==> src/rtl/mips_pkg.sv <==
// -----------------------------------------------------------------------------
// mips_pkg
// Shared constants and types for the MIPS write-back path.
//   REG_AW     : register-address width (32 architectural registers)
//   DATA_W     : register data width
//   wb_entry_t : one pending write-back {dr, data}
// No ports (package).
// -----------------------------------------------------------------------------
package mips_pkg;

   localparam int REG_AW = 5;
   localparam int DATA_W = 32;

   typedef struct packed {
      logic [REG_AW-1:0] dr;
      logic [DATA_W-1:0] data;
   } wb_entry_t;

endpackage

==> src/rtl/mips_wb_match.sv <==
// -----------------------------------------------------------------------------
// mips_wb_match
// Single-source lookup into the write-back queue: reports whether any occupied
// slot targets the source register and, when forwarding is built in, returns
// the data of the youngest such slot.
// Build option: MIPS_WB_FWD_EN adds the slot_data input and the fwd output.
// Ports:
//   slot_valid : per-slot occupancy (physical slot order)
//   head       : physical index of the oldest slot
//   slot_dr    : per-slot destination register
//   slot_data  : per-slot data (MIPS_WB_FWD_EN only)
//   sr         : source register to look up; register 0 never hits
//   hit        : some occupied slot targets sr
//   fwd        : youngest matching data, 0 when no hit (MIPS_WB_FWD_EN only)
// -----------------------------------------------------------------------------
module mips_wb_match
   import mips_pkg::*;
#(
   parameter int AW    = REG_AW,
   parameter int DEPTH = 4
`ifdef MIPS_WB_FWD_EN
   ,
   parameter int DW    = DATA_W
`endif
) (
   input  logic [DEPTH-1:0]               slot_valid,
   input  logic [$clog2(DEPTH)-1:0]       head,
   input  logic [DEPTH-1:0][AW-1:0]       slot_dr,
`ifdef MIPS_WB_FWD_EN
   input  logic [DEPTH-1:0][DW-1:0]       slot_data,
   output logic [DW-1:0]                  fwd,
`endif
   input  logic [AW-1:0]                  sr,
   output logic                           hit
);

   localparam int PW = $clog2(DEPTH);

   logic [DEPTH-1:0] match_vec;

   genvar gi;
   generate
      for (gi = 0; gi < DEPTH; gi++) begin : g_cmp
         assign match_vec[gi] = slot_valid[gi] && (slot_dr[gi] == sr);
      end
   endgenerate

   assign hit = (sr != '0) && (|match_vec);

`ifdef MIPS_WB_FWD_EN
   // Walk the slots oldest-to-youngest starting at head; the last match wins,
   // which is the youngest pending write to sr.
   always_comb begin
      fwd = '0;
      for (int k = 0; k < DEPTH; k++) begin
         logic [PW-1:0] idx;
         idx = head + PW'(k);
         if (match_vec[idx] && (sr != '0)) begin
            fwd = slot_data[idx];
         end
      end
   end
`endif

endmodule

==> src/rtl/mips_wb_queue.sv <==
// -----------------------------------------------------------------------------
// mips_wb_queue
// FIFO of pending register write-backs between the pipeline and the register
// bank, with a two-source scoreboard lookup (and optional forwarding).
// Build option: MIPS_WB_FWD_EN adds fwd1/fwd2 and the youngest-match data mux;
// without it hit1/hit2 act as a stall-only scoreboard.
// Ports:
//   clk, reset       : clock, asynchronous active-low reset
//   in_valid/ready   : producer handshake; in_dr/in_data the offered result
//   wb_stall         : holds the head entry back from the register bank
//   write, dr, wrData: register-bank write port (head entry, combinational)
//   sr1/sr2          : source registers to look up
//   hit1/hit2        : a pending entry targets sr1/sr2
//   fwd1/fwd2        : youngest pending data for sr1/sr2 (MIPS_WB_FWD_EN)
//   level            : number of occupied entries
// -----------------------------------------------------------------------------
module mips_wb_queue
   import mips_pkg::*;
#(
   parameter int DW    = DATA_W,
   parameter int AW    = REG_AW,
   parameter int DEPTH = 4
) (
   input  logic                     clk,
   input  logic                     reset,
   input  logic                     in_valid,
   output logic                     in_ready,
   input  logic [AW-1:0]            in_dr,
   input  logic [DW-1:0]            in_data,
   input  logic                     wb_stall,
   output logic                     write,
   output logic [AW-1:0]            dr,
   output logic [DW-1:0]            wrData,
   input  logic [AW-1:0]            sr1,
   input  logic [AW-1:0]            sr2,
   output logic                     hit1,
   output logic                     hit2,
`ifdef MIPS_WB_FWD_EN
   output logic [DW-1:0]            fwd1,
   output logic [DW-1:0]            fwd2,
`endif
   output logic [$clog2(DEPTH):0]   level
);

   localparam int PW = $clog2(DEPTH);
   localparam int LW = PW + 1;

   logic [PW-1:0] head_reg, head_next;
   logic [PW-1:0] tail_reg, tail_next;
   logic [LW-1:0] level_reg, level_next;
   logic          push, pop;

   // Entry storage carries no reset: occupancy comes from the pointers only.
   logic [AW-1:0] dr_mem   [DEPTH];
   logic [DW-1:0] data_mem [DEPTH];

   logic [PW-1:0]            slot_off [DEPTH];
   logic [DEPTH-1:0]         slot_valid;
   logic [DEPTH-1:0][AW-1:0] slot_dr;
`ifdef MIPS_WB_FWD_EN
   logic [DEPTH-1:0][DW-1:0] slot_data;
`endif

   // No pass-through when full: in_ready depends only on registered level.
   assign in_ready = (level_reg < LW'(DEPTH));
   // A result for register 0 is acknowledged but never stored.
   assign push     = in_valid && in_ready && (in_dr != '0);
   assign pop      = (level_reg != '0) && !wb_stall;

   assign write    = pop;
   assign dr       = (level_reg != '0) ? dr_mem[head_reg]   : '0;
   assign wrData   = (level_reg != '0) ? data_mem[head_reg] : '0;
   assign level    = level_reg;

   always_comb begin
      head_next  = head_reg;
      tail_next  = tail_reg;
      level_next = level_reg;
      if (push) begin
         tail_next = tail_reg + PW'(1);
      end
      if (pop) begin
         head_next = head_reg + PW'(1);
      end
      if (push && !pop) begin
         level_next = level_reg + LW'(1);
      end else if (pop && !push) begin
         level_next = level_reg - LW'(1);
      end
   end

   always_ff @(posedge clk or negedge reset) begin
      if (!reset) begin
         head_reg  <= '0;
         tail_reg  <= '0;
         level_reg <= '0;
      end else begin
         head_reg  <= head_next;
         tail_reg  <= tail_next;
         level_reg <= level_next;
      end
   end

   always_ff @(posedge clk) begin
      if (push) begin
         dr_mem[tail_reg]   <= in_dr;
         data_mem[tail_reg] <= in_data;
      end
   end

   // A slot is occupied when its distance from head (mod DEPTH) is below level.
   genvar gi;
   generate
      for (gi = 0; gi < DEPTH; gi++) begin : g_slot
         assign slot_off[gi]   = PW'(gi) - head_reg;
         assign slot_valid[gi] = ({1'b0, slot_off[gi]} < level_reg);
         assign slot_dr[gi]    = dr_mem[gi];
`ifdef MIPS_WB_FWD_EN
         assign slot_data[gi]  = data_mem[gi];
`endif
      end
   endgenerate

   mips_wb_match #(
      .AW    (AW),
      .DEPTH (DEPTH)
`ifdef MIPS_WB_FWD_EN
      ,
      .DW    (DW)
`endif
   ) u_match1 (
      .slot_valid (slot_valid),
      .head       (head_reg),
      .slot_dr    (slot_dr),
`ifdef MIPS_WB_FWD_EN
      .slot_data  (slot_data),
      .fwd        (fwd1),
`endif
      .sr         (sr1),
      .hit        (hit1)
   );

   mips_wb_match #(
      .AW    (AW),
      .DEPTH (DEPTH)
`ifdef MIPS_WB_FWD_EN
      ,
      .DW    (DW)
`endif
   ) u_match2 (
      .slot_valid (slot_valid),
      .head       (head_reg),
      .slot_dr    (slot_dr),
`ifdef MIPS_WB_FWD_EN
      .slot_data  (slot_data),
      .fwd        (fwd2),
`endif
      .sr         (sr2),
      .hit        (hit2)
   );

endmodule
==> config.mk <==
export PLATFORM = sky130hd
export DESIGN_NAME = mips_wb_queue
export DESIGN_NICKNAME = d
export VERILOG_FILES = /design/src/rtl/mips_pkg.sv /design/src/rtl/mips_wb_match.sv /design/src/rtl/mips_wb_queue.sv
export SDC_FILE = /design/constraint.sdc
export NUM_CORES = 1
export LEC_CHECK = 0
export CAP_MARGIN = 40
export CELL_PAD_IN_SITES_DETAIL_PLACEMENT = 1
export CELL_PAD_IN_SITES_GLOBAL_PLACEMENT = 2
export CORE_MARGIN = 2
export CORE_UTILIZATION = 30
export DETAILED_ROUTE_END_ITERATION = 8
export PLACE_DENSITY_LB_ADDON = 0.1
export SYNTH_ARGS = -nofsm -noshare
export SYNTH_HDL_FRONTEND = slang
export SYNTH_SLANG_ARGS = --single-unit
==> constraint.sdc <==
create_clock -name clk -period 2.5 [get_ports clk]
set_input_delay 0.5 -clock clk [delete_from_list [all_inputs] [get_ports clk]]
set_output_delay 0.5 -clock clk [all_outputs]
set_load 0.005 [all_outputs]
==> impl_metrics.json <==
{
  "status": "finished, violations left",
  "violations": "setup timing",
  "clock_skew_ns": 0.00922,
  "post-place-cells": 760,
  "leakage_uw": 0.00343,
  "worst_slack_ns": -0.281,
  "dieArea_sq_um": 23500,
  "tightest_slew_ns": 0.432,
  "ir_drop_v": 0.000559,
  "hpwl_mm": 10.9,
  "clockRootBuffer": "clkbuf_16",
  "final_cell_mix": "edfxtp_1 (148), clkdlybuf4s50_1 (54), buf_4 (44)",
  "hold_slack_ns": 0.374,
  "grt_usage_pct": 14.7,
  "critPathArrivalTime_ns": 2.28,
  "hold_viol": 0,
  "boundaryPins": 95,
  "max_stage_delay_ns": 0.45,
  "synth-edff-count": 148,
  "postRouteAntennaNets": 0,
  "gr-total-overflow": 0,
  "crit_required_ns": 2.00,
  "synth_cell_types": 30,
  "nFillCells": 2115,
  "drive_gt1_share_pct": 43.7,
  "crit_path_top_delay_cell": "dfrtp_2",
  "htree_levels": 4,
  "hp-class": "input pin to asynchronous set/reset pin",
  "powerDensity_nw_per_um2": 1140,
  "die_w_microns": 153,
  "netlist_instances": 363,
  "crit_path_max_fanout": 3,
  "ys_ff_latch": 155,
  "cts_hold_buffers": 0,
  "drt_wl_total_mm": 17.1,
  "synthArstFlopShare_pct": 4.52,
  "path_clk_slew_ns": 0.06,
  "grt_pass1_wl_mm": 25.7,
  "fp.dieH_microns": 153,
  "syn_nets": 424,
  "slew_violations": 0,
  "grt_pass1_vias": 4374,
  "grt_max_degree": 28,
  "pre_cts_slack_ns": -0.538,
  "final_common_cell": "edfxtp_1",
  "worstSkewPairLatency_ns": 0.42,
  "setup_viol": 36,
  "initial_core_util_pct": 30.6,
  "crit_type": "flip-flop to output port",
  "synth_largest_area_cell": "edfxtp_1",
  "timing.setup.tns_ns": -4.94,
  "syn_area_sq_um": 6680,
  "ys_top_cells_by_area": "edfxtp_1 (67%), mux4_2 (12%), xnor2_1 (3.8%)",
  "relSlewSlack_pct": 71.2,
  "yosys_warnings": 0,
  "antenna_cells": 0,
  "detailedRoute.firstIterationViolations": 123,
  "area_growth_pct": 42.4,
  "port_buffers": 94,
  "fp.coreArea_sq_um": 21800,
  "crit_path_end_kind": "output port",
  "dr_total_vias": 3812,
  "seq_area_frac_synth_pct": 69.2,
  "place.gp.congestion": 0.790,
  "placementRows": 54,
  "drc": 0,
  "wire_per_inst_microns": 20.7,
  "cts_tree": "built",
  "drv_cap": 0,
  "crit_chain": "buf_6 -> inv_4 -> ha_4 -> a21boi_1 -> o21a_2 -> nor4_4 -> nor4_2 -> a21oi_1 -> buf_2",
  "grt_antenna_before_repair": 1,
  "clock-sinks": 155,
  "numCtsBuffers": 17,
  "largest_reg_flops": 128,
  "rsz0062_at_grt": "yes",
  "first_pass_iters": 4,
  "post-route-period-util_pct": 111,
  "synth_ff_type": "edfxtp_1",
  "period_needed_ns": 2.78,
  "synth.top_cell.area_share_pct": 66.5,
  "critPathLaunchType": "flip-flop",
  "clockBufferDepth": 2,
  "fin_cells": 829,
  "fmax_mhz": 360,
  "power_uw": 10800,
  "viasPerCell": 4.60,
  "num-nets-final": 597,
  "avgSynthCellArea_sq_um": 18.4
}
## synthesized netlist by cell type, drive strengths merged (4+ instances only)
cell type,count
ha,9
and2,4
edfxtp,148
mux4,37
xnor2,29
xor2,18
inv,8
dfrtp,7
buf,20
nor2,4
nor2b,38
nor4,10
nand3,8
## cell type report
class                   instances  area [sq um]  share of cell area [%]
clock buffers                  19           433                    4.55
clock inverters                13           104                    1.09
inverters                       8          32.5                   0.342
multi-input cells             177          2280                    24.0
flip-flops and latches        155          4620                    48.6
well taps                     280           350                    3.68
repair buffers                177          1690                    17.8
## per-layer routing
layer / GRT usage [%] / wire (microns) / vias up
li1: - / - / 1734
met1: 18.3 / 7500 / 1980
met2: 25.4 / 8840 / 76
met3: 3.63 / 541 / 20
met4: 4.41 / 238 / 2
met5: 0 / 16 / -
## through the flow
stage | instance area, sq um | utilization, %
6_report | 9510 | 43.6
5_1_grt | 9510 | 43.6
4_1_cts | 9280 | 42.5
3_5_place_dp | 8290 | 38.0
3_3_place_gp | 8290 | 38.0
2_1_floorplan | 6680 | -
## logic make-up after synthesis
| logic type | synth area share, % |
|---|---|
| XOR/XNOR | 6.16 |
| adder cells (fa/ha/maj) | 1.99 |
| flip-flops | 69.2 |
| buffers and inverters | 2.51 |
| multiplexers | 12.6 |
| AO/OA/AOI/OAI | 1.22 |
| AND/OR/NAND/NOR | 6.31 |
## where the power goes
part | internal (uW) | leakage [uW] | switching [uW]
sequential | 3270 | 0.00142 | 164
clock | 1350 | 0.000261 | 979
combinational | 2890 | 0.00174 | 2170
total | 7520 | 0.00343 | 3320
## worst max-delay path, delay by kind of cell (launching register included)
kind            cells  cell delay, ns
buf+inv             3            0.32
compound gates      3            0.50
flops               1            0.45
simple gates        2            0.41
fa+ha+maj           1            0.19
## worst paths after layout
kind | end | cells past startpoint | from | slack, ns
max | hit2 | 9 | head_reg[1] | -0.28
min | tail_reg[0] | 1 | reset | 0.37
max reg2reg | level[2] | 11 | level[0] | 0.37
min reg2reg | level[0] | 2 | level[0] | 0.62
max in group asynchronous | head_reg[0] | 1 | reset | 1.82
min in group clk | level[0] | 2 | level[0] | 0.62
## repair_timing
action / in CTS / in global routing
setup buffers: 21 / 15
cloned: 3 / 2
endpoints found under the setup margin: 40 / 40
pin swaps: 9 / 11
gates resized for setup: 197 / 65
No activity file was read; power rests on OpenSTA's default activity.
